==> src/rtl/decode_stage.sv <==
// RV32I instruction decode stage: one registered output slot between fetch and execute,
// with valid/ready handshaking, stall hold and flush.
module decode_stage #(
  parameter int DATA_WIDTH     = 32,
  parameter int REG_ADDR_WIDTH = 5
) (
  input  logic                      clk,
  input  logic                      rst,
  input  logic                      if_valid,
  output logic                      if_ready,
  input  logic [DATA_WIDTH-1:0]     if_pc,
  input  logic [DATA_WIDTH-1:0]     if_instruction,
  input  logic                      flush,
  output logic                      id_valid,
  input  logic                      id_ready,
  output logic [DATA_WIDTH-1:0]     id_pc,
  output logic [REG_ADDR_WIDTH-1:0] id_rs1,
  output logic [REG_ADDR_WIDTH-1:0] id_rs2,
  output logic [REG_ADDR_WIDTH-1:0] id_rd,
  output logic [2:0]                id_funct3,
  output logic [DATA_WIDTH-1:0]     id_imm,
  output logic [3:0]                id_alu_op,
  output logic [2:0]                id_op_class,
  output logic                      id_use_pc,
  output logic                      id_illegal
);

  typedef enum logic [3:0] {
    ALU_ADD = 4'd0, ALU_SUB = 4'd1, ALU_SLL = 4'd2, ALU_SLT = 4'd3, ALU_SLTU = 4'd4, ALU_XOR = 4'd5,
    ALU_SRL = 4'd6, ALU_SRA = 4'd7, ALU_OR = 4'd8, ALU_AND = 4'd9, ALU_PASSB = 4'd10
  } alu_op_t;

  typedef enum logic [2:0] {
    CLS_ALU_R = 3'd0, CLS_ALU_I = 3'd1, CLS_LOAD = 3'd2, CLS_STORE = 3'd3,
    CLS_BRANCH = 3'd4, CLS_JAL = 3'd5, CLS_JALR = 3'd6, CLS_UPPER = 3'd7
  } op_class_t;

  localparam logic [6:0] OPC_LUI    = 7'b0110111;
  localparam logic [6:0] OPC_AUIPC  = 7'b0010111;
  localparam logic [6:0] OPC_JAL    = 7'b1101111;
  localparam logic [6:0] OPC_JALR   = 7'b1100111;
  localparam logic [6:0] OPC_BRANCH = 7'b1100011;
  localparam logic [6:0] OPC_LOAD   = 7'b0000011;
  localparam logic [6:0] OPC_STORE  = 7'b0100011;
  localparam logic [6:0] OPC_OP_IMM = 7'b0010011;
  localparam logic [6:0] OPC_OP     = 7'b0110011;
  localparam logic [6:0] OPC_FENCE  = 7'b0001111;

  localparam logic [6:0] F7_BASE = 7'b0000000;
  localparam logic [6:0] F7_ALT  = 7'b0100000;

  // alt selects SUB for funct3 000 and SRA for funct3 101
  function automatic alu_op_t alu_from_funct3(input logic [2:0] f3, input logic alt);
    case (f3)
      3'b000:  return alt ? ALU_SUB : ALU_ADD;
      3'b001:  return ALU_SLL;
      3'b010:  return ALU_SLT;
      3'b011:  return ALU_SLTU;
      3'b100:  return ALU_XOR;
      3'b101:  return alt ? ALU_SRA : ALU_SRL;
      3'b110:  return ALU_OR;
      3'b111:  return ALU_AND;
      default: return ALU_ADD;
    endcase
  endfunction

  logic [DATA_WIDTH-1:0]     instr_s;
  logic [6:0]                opcode_s;
  logic [6:0]                funct7_s;
  logic [2:0]                funct3_s;
  logic [DATA_WIDTH-1:0]     imm_i_s, imm_s_s, imm_b_s, imm_u_s, imm_j_s, imm_sh_s;
  logic [REG_ADDR_WIDTH-1:0] rs1_s, rs2_s, rd_s;
  logic [DATA_WIDTH-1:0]     imm_s;
  alu_op_t                   alu_s;
  op_class_t                 cls_s;
  logic                      use_pc_s;
  logic                      bad_s;
  logic                      illegal_s;
  logic                      accept_s;

  assign instr_s  = if_instruction;
  assign opcode_s = instr_s[6:0];
  assign funct3_s = instr_s[14:12];
  assign funct7_s = instr_s[31:25];

  assign imm_i_s  = {{(DATA_WIDTH-12){instr_s[31]}}, instr_s[31:20]};
  assign imm_s_s  = {{(DATA_WIDTH-12){instr_s[31]}}, instr_s[31:25], instr_s[11:7]};
  assign imm_b_s  = {{(DATA_WIDTH-13){instr_s[31]}}, instr_s[31], instr_s[7], instr_s[30:25], instr_s[11:8], 1'b0};
  assign imm_u_s  = {instr_s[DATA_WIDTH-1:12], 12'b0};
  assign imm_j_s  = {{(DATA_WIDTH-21){instr_s[31]}}, instr_s[31], instr_s[19:12], instr_s[20], instr_s[30:21], 1'b0};
  assign imm_sh_s = {{(DATA_WIDTH-5){1'b0}}, instr_s[24:20]};

  // Opcode decode: field selection, forcing and per-format legality
  always_comb begin
    rs1_s    = instr_s[15 +: REG_ADDR_WIDTH];
    rs2_s    = instr_s[20 +: REG_ADDR_WIDTH];
    rd_s     = instr_s[7 +: REG_ADDR_WIDTH];
    imm_s    = '0;
    alu_s    = ALU_ADD;
    cls_s    = CLS_ALU_R;
    use_pc_s = 1'b0;
    bad_s    = 1'b0;
    case (opcode_s)
      OPC_OP: begin
        alu_s = alu_from_funct3(funct3_s, instr_s[30]);
        if (funct7_s == F7_BASE) begin
          bad_s = 1'b0;
        end else if (funct7_s == F7_ALT && (funct3_s == 3'b000 || funct3_s == 3'b101)) begin
          bad_s = 1'b0;
        end else begin
          bad_s = 1'b1;
        end
      end
      OPC_OP_IMM: begin
        cls_s = CLS_ALU_I;
        rs2_s = '0;
        alu_s = alu_from_funct3(funct3_s, (funct3_s == 3'b101) && instr_s[30]);
        if (funct3_s == 3'b001) begin
          imm_s = imm_sh_s;
          bad_s = (funct7_s != F7_BASE);
        end else if (funct3_s == 3'b101) begin
          imm_s = imm_sh_s;
          bad_s = !(funct7_s == F7_BASE || funct7_s == F7_ALT);
        end else begin
          imm_s = imm_i_s;
          bad_s = 1'b0;
        end
      end
      OPC_LOAD: begin
        cls_s = CLS_LOAD;
        rs2_s = '0;
        imm_s = imm_i_s;
        bad_s = (funct3_s == 3'd3) || (funct3_s == 3'd6) || (funct3_s == 3'd7);
      end
      OPC_STORE: begin
        cls_s = CLS_STORE;
        rd_s  = '0;
        imm_s = imm_s_s;
        bad_s = (funct3_s > 3'd2);
      end
      OPC_BRANCH: begin
        cls_s    = CLS_BRANCH;
        rd_s     = '0;
        imm_s    = imm_b_s;
        use_pc_s = 1'b1;
        bad_s    = (funct3_s == 3'd2) || (funct3_s == 3'd3);
      end
      OPC_JAL: begin
        cls_s    = CLS_JAL;
        rs1_s    = '0;
        rs2_s    = '0;
        imm_s    = imm_j_s;
        use_pc_s = 1'b1;
      end
      OPC_JALR: begin
        cls_s = CLS_JALR;
        rs2_s = '0;
        imm_s = imm_i_s;
        bad_s = (funct3_s != 3'd0);
      end
      OPC_LUI: begin
        cls_s = CLS_UPPER;
        alu_s = ALU_PASSB;
        rs1_s = '0;
        rs2_s = '0;
        imm_s = imm_u_s;
      end
      OPC_AUIPC: begin
        cls_s    = CLS_UPPER;
        rs1_s    = '0;
        rs2_s    = '0;
        imm_s    = imm_u_s;
        use_pc_s = 1'b1;
      end
      OPC_FENCE: begin
        cls_s = CLS_ALU_I;
        rs1_s = '0;
        rs2_s = '0;
        rd_s  = '0;
      end
      default: begin
        bad_s = 1'b1;
      end
    endcase
  end

  assign illegal_s = bad_s || (instr_s[1:0] != 2'b11);
  assign if_ready  = !rst && (!id_valid || id_ready || flush);
  assign accept_s  = if_valid && if_ready && !flush;

  // Output slot: reset, flush, load (retire+load in one edge), retire, or hold under stall
  always_ff @(posedge clk) begin
    if (rst) begin
      id_valid    <= 1'b0;
      id_pc       <= '0;
      id_rs1      <= '0;
      id_rs2      <= '0;
      id_rd       <= '0;
      id_funct3   <= 3'd0;
      id_imm      <= '0;
      id_alu_op   <= 4'd0;
      id_op_class <= 3'd0;
      id_use_pc   <= 1'b0;
      id_illegal  <= 1'b0;
    end else if (flush) begin
      id_valid <= 1'b0;
    end else if (accept_s) begin
      // illegal beats are neutralised so execute cannot write back
      id_valid    <= 1'b1;
      id_pc       <= if_pc;
      id_rs1      <= rs1_s;
      id_rs2      <= rs2_s;
      id_rd       <= illegal_s ? '0 : rd_s;
      id_funct3   <= funct3_s;
      id_imm      <= illegal_s ? '0 : imm_s;
      id_alu_op   <= illegal_s ? 4'd0 : alu_s;
      id_op_class <= illegal_s ? 3'd0 : cls_s;
      id_use_pc   <= illegal_s ? 1'b0 : use_pc_s;
      id_illegal  <= illegal_s;
    end else if (id_ready) begin
      id_valid <= 1'b0;
    end else begin
      id_valid <= id_valid;
    end
  end

endmodule
==> config.mk <==
export PLATFORM = sky130hd
export DESIGN_NAME = decode_stage
export DESIGN_NICKNAME = d
export VERILOG_FILES = /design/src/rtl/decode_stage.sv
export SDC_FILE = /design/constraint.sdc
export NUM_CORES = 1
export LEC_CHECK = 0
export ABC_AREA = 1
export BUFFER_PORTS_ARGS = -buffer_cell sky130_fd_sc_hd__buf_2
export CORE_ASPECT_RATIO = 1.75
export CORE_MARGIN = 4
export CORE_UTILIZATION = 40
export CTS_CLUSTER_DIAMETER = 150
export DETAILED_ROUTE_END_ITERATION = 6
export PLACE_DENSITY = 0.66
export SETUP_SLACK_MARGIN = 0.4
export SYNTH_ARGS = -nofsm -noshare
export SYNTH_HDL_FRONTEND = slang
export SYNTH_SLANG_ARGS = --single-unit
==> constraint.sdc <==
create_clock -name clk -period 1.74 [get_ports clk]
set_input_delay 0.348 -clock clk [delete_from_list [all_inputs] [get_ports clk]]
set_output_delay 0.348 -clock clk [all_outputs]
set_load 0.01 [all_outputs]
==> results of run 1 <==
[routing by layer]
metal	GRT usage (%)	share of wire, %	wire, um
met4	17.10	7.7	1585
met5	0	0	0
met2	53.76	54	11090
met1	28.92	32	6596
met3	6.578	6.9	1432
[report_power, final]
part	switching, uW	internal [uW]	total (uW)
Sequential	26.4	2140	2170
Combinational	457	392	849
Clock	925	1150	2070
Total	1410	3690	5090
[Yosys cell counts (all sizes together)]
| cell | count | area (um2) |
|---|---|---|
| dfxtp | 92 | 1842 |
| o211ai | 2 | 15.01 |
| inv | 36 | 135.1 |
| nor3 | 7 | 35.03 |
| o21ai | 11 | 55.05 |
| nand3 | 54 | 280.3 |
| nand2 | 286 | 1094 |
| a21oi | 96 | 480.5 |
| clkbuf | 22 | 82.58 |
| nand4 | 2 | 12.51 |
| nand3b | 2 | 15.01 |
| nor2 | 95 | 392.9 |
| buf | 21 | 126.4 |
[sequential cells by signal (all words and copies together) (netlist names)]
name         count
id_alu_op        4
id_funct3        3
id_illegal       1
id_imm          32
id_op_class      3
id_pc           32
id_rd            5
id_rs1           5
id_rs2           5
id_use_pc        1
id_valid         1
[critical path, cell delays in order]
cell and delay [ns]:
buf_12 0.12, nor2_4 0.11, nand2_4 0.08, buf_6 0.13, nor2_4 0.11, buf_6 0.14, nand2_4 0.05, a21oi_4 0.16
buf_12 0.14, clkbuf_16 0.14, nor2_1 0.05, nor2_1 0.09, nand2_1 0.11, a21oi_2 0.17
[final cells by class]
cell class | count | area (um2)
flip-flops and latches | 92 | 1843
multi-input cells | 559 | 3087
inverters | 36 | 197.7
repair buffers | 289 | 2552
clock inverters | 7 | 86.33
repair inverters | 1 | 7.507
well taps | 132 | 165.2
clock buffers | 9 | 225.2
fillers | 878 | 3003
[logic make-up after synthesis]
kind of cell	share of synthesized area [%]
AND/OR/NAND/NOR	40.07
flip-flops	40.34
buffers and inverters	7.536
AO/OA/AOI/OAI	12.06
[through the flow]
step           worst slack, ns   TNS, ns  instances  hold slack (ns)
6_report               0.05316         0       1125           0.2427
5_1_grt               -0.02251  -0.02251       1125           0.2403
4_1_cts                 0.1934         0       1107           0.2343
3_5_place_dp           -0.6540    -26.46       1045           0.4502
3_3_place_gp           -0.5688    -23.38       1045           0.4466
2_1_floorplan           0.2143         0        726           0.4856
[repair_timing]
action                     CTS  global route
setup endpoints to repair   89            93
setup buffers               29            11
cloned                      17             7
gates resized for setup    135            97
hold buffers                 0             0
pin swaps                   41            48
[layout by cell type (no fill, tap or decap), types with 4 or more instances in the layout]
| cell type | synthesis | layout |
|---|---|---|
| o21ai_0 | 11 | 5 |
| buf_2 | 14 | 153 |
| nand2_1 | 280 | 221 |
| dfxtp_1 | 92 | 91 |
| buf_4 | 0 | 64 |
| clkbuf_16 | 0 | 14 |
| buf_6 | 4 | 28 |
| nand3_1 | 52 | 44 |
| inv_2 | 4 | 9 |
| buf_8 | 0 | 4 |
| buf_16 | 0 | 14 |
| nor2_4 | 1 | 24 |
| inv_6 | 0 | 4 |
| nor3_1 | 7 | 5 |
| a21oi_1 | 96 | 82 |
| a21oi_2 | 0 | 13 |
| nand2_2 | 5 | 38 |
| nand3_4 | 0 | 4 |
| nor2_1 | 88 | 46 |
| inv_1 | 32 | 19 |
| nand2_4 | 1 | 24 |
| buf_12 | 0 | 21 |
| nand3_2 | 2 | 6 |
| nor2_2 | 5 | 28 |
[worst max path at each step]
stage / start / to / cells past startpoint / slack, ns
2_1_floorplan: if_instruction[2] / id_imm[11]$_SDFFE_PP0P_ / 12 / 0.21
3_3_place_gp: if_instruction[2] / id_op_class[1]$_SDFFE_PP0P_ / 11 / -0.57
3_5_place_dp: if_instruction[2] / id_imm[16]$_SDFFE_PP0P_ / 11 / -0.65
4_1_cts: if_instruction[0] / id_imm[28]$_SDFFE_PP0P_ / 13 / 0.19
5_1_grt: if_instruction[2] / id_imm[31]$_SDFFE_PP0P_ / 14 / -0.02
6_report: if_instruction[2] / id_imm[31]$_SDFFE_PP0P_ / 14 / 0.05
==> summary.txt, run 1 <==
OUTCOME
--------------------------------------------------------------------------------
Run status                                                          finished, final reports clean

ROUTING
--------------------------------------------------------------------------------
Overall routed net length                                               20.70 mm
Post-detailed-route wirelength per cell                                 18.40 um
Residual antenna-violating net count after detailed routing                    0
Vias per cell                                                              5.396
DR pass1 iterations                                                            7
Via count                                                                   6071
Remaining design rule violation count                                          0
Initial DRC Count                                                            343

CELLS AND AREA
--------------------------------------------------------------------------------
Share of post-route cells with drive strength above 1                     47.43%
Final cell utilization of the core                                        73.11%
Final design instance area without fill                                 8164 um2
Antenna Cells                                                                  0
Area growth from synthesis to layout                                      78.82%
Nets                                                                        1057

DIE
--------------------------------------------------------------------------------
Area enclosed by the die boundary                                      13250 um2
Initial Utilization                                                       40.89%
Die Span X                                                              88.76 um
Number of core rows                                                           51
Vertical die dimension                                                  149.3 um
Number of top-level design ports                                             162
Core Region                                                            11170 um2

LOGIC SYNTHESIS
--------------------------------------------------------------------------------
Count of synthesis-stage warnings from yosys                                   0
Mean post-synth cell area                                              6.289 um2
Netlist area before placement                                           4566 um2
Number of nets produced by synthesis                                         795
Register area share after synthesis                                       40.34%
Distinct cells, synth                                                         22
Synth Instances                                                              726
FF+latch count, synth                                                         92

GRT
--------------------------------------------------------------------------------
All-Layer GR Usage                                                        29.33%
Via count of the first global-routing pass                                  6034
Overflow after GRT                                                             0
Antenna violations before repair                                               0
Wire length of the first global-routing pass                            29.77 mm
Largest net degree at the start of global routing                             88

MIN PATH
--------------------------------------------------------------------------------
Source of the worst hold timing path                                    if_pc[5]
Hold path endpoint                                                  id_pc[5]$_SDFFE_PP0P_
WHS Path Cells                                                                 3
Class of the tightest hold or removal check                         input pin to flop

TIMING
--------------------------------------------------------------------------------
Tmin final                                                              1.687 ns
Worst-margin pin slew                                                   1.003 ns
Unrepaired setup endpoints after global routing                              yes
Setup skew after layout                                              0.004449 ns
Number of pins exceeding their max-slew limit in the final report              0
Share of the clock period used by the worst path after layout             96.94%
Slew Limit Headroom                                                       33.15%
Final setup violation count                                                    0
Final hold violation count                                                     0
Maximum achievable frequency                                          0.5928 GHz

WORST SETUP PATH
--------------------------------------------------------------------------------
Type of destination of the critical path                                    flop
Top fanout value on the critical path                                          5
Critical Path Source Type                                              input pin
RR Endpoint                                                         id_imm[22]$_SDFFE_PP0P_
Critical path start-end classification                              input pin to flop
Number of cells on the worst reg-to-reg path                                  11
Worst R2R Setup Slack                                                    0.18 ns
Data arrival, critical path                                              1.95 ns
FF-to-FF Start                                                      id_valid$_SDFFE_PP0P_
Data required time of the worst path                                     2.01 ns

CLOCKING
--------------------------------------------------------------------------------
Clk_lat worst skew                                                       0.35 ns
Number of levels the H-tree was split into                                     3
Clock transition at path regs                                            0.07 ns
Longest Clk Path Bufs                                                          2
Clock tree root driver cell                                            clkbuf_16
Clock tree from TritonCTS                                                  built
Number of buffers inserted during clock tree synthesis                         9
Number of clock sinks                                                         92

PLACE
--------------------------------------------------------------------------------
Last weighted congestion value of the routability-driven placer           0.9702
Port bufs                                                                    161
Area after DPL                                                          6081 um2
Detailed placer's ending HPWL                                           11.86 mm

PWR
--------------------------------------------------------------------------------
Worst voltage drop across the vdd grid                               0.0005231 V
Pwr per Cell Area                                                   623.9 nW/um2
Total Power Consumption                                                  5094 uW
Static Leakage                                                       0.003751 uW

FLOW RUN
--------------------------------------------------------------------------------
Max-cap violations                                                             0

(Power assumes the default switching activity.)
==> run 2, diff against run 1 <==
--- a/config.mk
+++ b/config.mk
@@ -5,14 +5,14 @@
 export SDC_FILE = /design/constraint.sdc
 export NUM_CORES = 1
 export LEC_CHECK = 0
-export ABC_AREA = 1
 export BUFFER_PORTS_ARGS = -buffer_cell sky130_fd_sc_hd__buf_2
 export CORE_ASPECT_RATIO = 1.75
 export CORE_MARGIN = 4
 export CORE_UTILIZATION = 40
 export CTS_CLUSTER_DIAMETER = 150
 export DETAILED_ROUTE_END_ITERATION = 6
-export PLACE_DENSITY = 0.66
+export PLACE_DENSITY = 0.69
+export RECOVER_POWER = 50
 export SETUP_SLACK_MARGIN = 0.4
 export SYNTH_ARGS = -nofsm -noshare
 export SYNTH_HDL_FRONTEND = slang
==> run 2 against run 1 <==
  * Critical path depth is 6 lower
  * Wire length down 35%
  * Core utilization shrank 8.7 points
  * Sequential power about the same
  * Largest cell class unchanged
  * Highest routed layer unchanged
==> summary.txt, run 2 <==
OUTCOME
-------------------------------------------------------------------------------------
Run status                                                               finished, final reports clean   unchanged

FLOW RUN
-------------------------------------------------------------------------------------
Max-cap violations                                                                  0   unchanged

CLOCKING
-------------------------------------------------------------------------------------
Clock transition at path regs                                                 0.07 ns   about the same
Post-CTS Hold Buffers                                                               0   unchanged
Clock tree root driver cell                                                 clkbuf_16   unchanged
Number of levels the H-tree was split into                                          3   unchanged
Clock tree from TritonCTS                                                       built   unchanged
Clk_lat worst skew                                                            0.34 ns   was 0.35 ns
Number of buffers inserted during clock tree synthesis                              9   unchanged
Longest Clk Path Bufs                                                               2   unchanged
Number of clock sinks                                                              92   unchanged

WORST SETUP PATH
-------------------------------------------------------------------------------------
Critical path start-end classification                                   input pin to flop   unchanged
RR Endpoint                                                              id_imm[23]$_SDFFE_PP0P_   was id_imm[22]$_SDFFE_PP0P_
Slowest CP cell                                                                 or3_4   was a21oi_2
Delay of the slowest critical-path stage                                      0.34 ns   was 0.17 ns
Top fanout value on the critical path                                               7   was 5
Worst setup startpoint                                                   if_instruction[6]   was if_instruction[2]
Type of destination of the critical path                                         flop   unchanged
Logic depth of the worst path, buffers included                                     8   was 14
Top Family by Delay on Critical Path                                     simple AND/OR/NAND/NOR gates   was buffers and inverters
CP bufs+invs                                                                        2   was 5
Setup crit end                                                           id_op_class[1]$_SDFFE_PP0P_   was id_imm[31]$_SDFFE_PP0P_
Worst R2R Setup Slack                                                         0.12 ns   was 0.18 ns
Data required time of the worst path                                          1.97 ns   was 2.01 ns
Critical-path cell list                                                  buf_12, or2_4, or3_4, o211ai_4, nor4_4, and2b_2, buf_12, a32o_1   was buf_12, nor2_4, nand2_4, buf_6, nor2_4, buf_6, nand2_4, a21oi_4, buf_12, clkbuf_16, nor2_1, nor2_1, nand2_1, a21oi_2
Library cell appearing most often on the critical path                         buf_12
FF-to-FF Start                                                           id_valid$_SDFFE_PP0P_   unchanged
Critical Path Source Type                                                   input pin   unchanged
Number of cells on the worst reg-to-reg path                                        8   was 11
Data arrival, critical path                                                   1.94 ns   was 1.95 ns

TIMING
-------------------------------------------------------------------------------------
Setup skew after layout                                                   0.002817 ns   was 0.004449 ns
Maximum achievable frequency                                               0.5831 GHz   was 0.5928 GHz
Slew Limit Headroom                                                            71.31%   was 33.15%
Share of the clock period used by the worst path after layout                  98.56%   was 96.94%
Worst Hold Slack                                                            0.2420 ns   was 0.2427 ns
Tmin final                                                                   1.715 ns   was 1.687 ns
Unrepaired setup endpoints after global routing                                   yes   unchanged
Setup ws final                                                             0.02504 ns   was 0.05316 ns
Number of pins exceeding their max-slew limit in the final report                   0   unchanged
Final setup violation count                                                         0   unchanged
Final hold violation count                                                          0   unchanged
Worst-margin pin slew                                                       0.4303 ns   was 1.003 ns
Setup TNS                                                                        0 ns   unchanged

ROUTING
-------------------------------------------------------------------------------------
Via count                                                                        4221   was 6071
Remaining design rule violation count                                               0   unchanged
Overall routed net length                                                    13.46 mm   was 20.70 mm
Initial DRC Count                                                                 136   was 343
Residual antenna-violating net count after detailed routing                         0   unchanged
Post-detailed-route wirelength per cell                                      16.55 um   was 18.40 um
DR pass1 iterations                                                                 4   was 7
Vias per cell                                                                   5.192   was 5.396

LOGIC SYNTHESIS
-------------------------------------------------------------------------------------
Register area share after synthesis                                            47.36%   was 40.34%
Distinct cells, synth                                                              57   was 22
Netlist area before placement                                                3889 um2   was 4566 um2
Fraction of registers with async set or reset after synthesis                      0%   unchanged
Primary FF master, synth                                                      dfxtp_1   unchanged
Synth Instances                                                                   462   was 726
EDFF count, synth                                                                   0   unchanged
Cell types with the highest counts after synthesis                       nand2_1 (105), dfxtp_1 (92), a21oi_1 (62)   was nand2_1 (280), a21oi_1 (96), dfxtp_1 (92)
Cell with the most instances after synthesis                                  nand2_1   unchanged
Count of synthesis-stage warnings from yosys                                        0   unchanged
Share of Yosys cell area claimed by the top area cell type                     47.36%   was 40.34%
Number of nets produced by synthesis                                              531   was 795
Top area cells in the synthesized netlist                                dfxtp_1 (47%), nand2_1 (10%), a21oi_1 (8.0%)   was dfxtp_1 (40%), nand2_1 (23%), a21oi_1 (11%)
FF+latch count, synth                                                              92   unchanged
Mean post-synth cell area                                                   8.417 um2   was 6.289 um2
Cell taking the most area after synthesis                                     dfxtp_1   unchanged

CELLS AND AREA
-------------------------------------------------------------------------------------
Leading cell types in the layout, fill and taps excluded                 nand2_1 (105), dfxtp_1 (92), clkbuf_1 (87)   was nand2_1 (221), buf_2 (153), dfxtp_1 (91)
Most frequent standard cell in the layout excluding fill and tap cells        nand2_1   unchanged
Registers with the highest flip-flop counts                              id_imm (32), id_pc (32)   unchanged
Share of post-route cells with drive strength above 1                          35.89%   was 47.43%
Filler instances                                                                  849   was 878
Area growth from synthesis to layout                                           56.76%   was 78.82%
Antenna Cells                                                                       0   unchanged
Nets                                                                              755   was 1057

GRT
-------------------------------------------------------------------------------------
Largest net degree at the start of global routing                                  51   was 88
All-Layer GR Usage                                                             22.36%   was 29.33%
Met2 Usage GRT                                                                 40.91%   was 53.76%
Via count of the first global-routing pass                                       4021   was 6034
Antenna violations before repair                                                    0   unchanged
Global-route met1 utilization                                                  23.64%   was 28.92%
Top Usage Layer GRT                                                              met2   unchanged
Met3 capacity usage during global routing                                      4.232%   was 6.578%
Overflow after GRT                                                                  0   unchanged
Wire length of the first global-routing pass                                 19.97 mm   was 29.77 mm

PLACE
-------------------------------------------------------------------------------------
Detailed placer's ending HPWL                                                9.969 mm   was 11.86 mm
Port bufs                                                                         161   unchanged
Worst Setup Slack post-DPL                                                 -0.4633 ns   was -0.6540 ns
Last weighted congestion value of the routability-driven placer                0.8527   was 0.9702

DIE
-------------------------------------------------------------------------------------
Core Region                                                                  9468 um2   was 11170 um2
Die Span X                                                                   82.54 um   was 88.76 um
Number of core rows                                                                47   was 51
Initial Utilization                                                            41.07%   was 40.89%
Vertical die dimension                                                       138.4 um   was 149.3 um
Area enclosed by the die boundary                                           11430 um2   was 13250 um2
Number of top-level design ports                                                  162   unchanged

PWR
-------------------------------------------------------------------------------------
Static Leakage                                                            0.002427 uW   was 0.003751 uW
Pwr per Cell Area                                                        806.4 nW/um2   was 623.9 nW/um2
Worst voltage drop across the vdd grid                                    0.0005738 V   was 0.0005231 V

MIN PATH
-------------------------------------------------------------------------------------
Source of the worst hold timing path                                     if_instruction[11]   was if_pc[5]
Class of the tightest hold or removal check                              input pin to flop   unchanged

-- run 2: power breakdown --
group	internal [uW]	switching [uW]	total [uW]
Sequential	2140	19.9	2160
Combinational	292	331	624
Clock	1310	822	2130
-- run 2: how the worst min path moves through the flow --
stage / end / slack (ns) / depth (start not counted)
after floorplan: id_imm[10]$_SDFFE_PP0P_ / 0.47 / 1
after global placement: id_imm[31]$_SDFFE_PP0P_ / 0.43 / 2
after detailed placement: id_imm[31]$_SDFFE_PP0P_ / 0.44 / 2
after CTS: id_rd[3]$_SDFFE_PP0P_ / 0.23 / 2
after global routing: id_rd[4]$_SDFFE_PP0P_ / 0.24 / 2
final: id_rd[4]$_SDFFE_PP0P_ / 0.24 / 2
-- run 2: layout make-up --
type	instances	area [um2]	area share (%)
Clock buffer	11	242.7	3.982
Clock inverter	5	83.83	1.375
Inverter	4	15.01	0.2463
Multi-Input combinational cell	329	2155	35.34
Sequential cell	92	1842	30.21
Tap cell	122	152.6	2.504
Timing Repair Buffer	250	1605	26.33
-- run 2: routing by layer --
| metal | routed length (um) | share of wire (%) | up-vias |
|---|---|---|---|
| met2 | 7343 | 55 | 153 |
| li1 | - | - | 2063 |
| met1 | 4760 | 35 | 1973 |
| met3 | 841 | 6.3 | 32 |
| met5 | 0 | 0 | - |
| met4 | 510 | 3.8 | 0 |
-- run 2: per-stage QoR --
step	std cells	cell area (um2)	total power, uW	util [%]
final	813	6096	4916	64.38
after global routing	813	6096	5104	64.38
after CTS	804	5894	4921	62.26
after detailed placement	781	5304	2751	56.02
after global placement	781	5304	2741	56.02
after floorplan	462	4016	2478	-
-- run 2: kinds of logic (layout without fill, tap and decap cells) --
logic type / count (synthesis) / in the layout / share of synthesized area [%]
compound gates: 148 / 148 / 24.61
xor+xnor: 4 / 4 / 0.9011
buf+inv: 41 / 270 / 5.502
flops: 92 / 92 / 47.36
simple gates: 177 / 177 / 21.62
-- run 2: worst reg2reg max path: stages (launching register included) --
cell	delay (ns)
dfxtp_1	0.32
nand2b_1	0.08
and3_2	0.23
o211ai_4	0.10
buf_6	0.13
nor3_4	0.19
nand3_4	0.17
clkbuf_16	0.22
o21ai_2	0.11
-- run 2: repair_timing --
action | in CTS | in global routing
setup buffers | 6 | 6
endpoints found under the setup margin | 59 | 87
gates cloned | 1 | 3
resized for setup | 48 | 45
pin swaps | 22 | 34
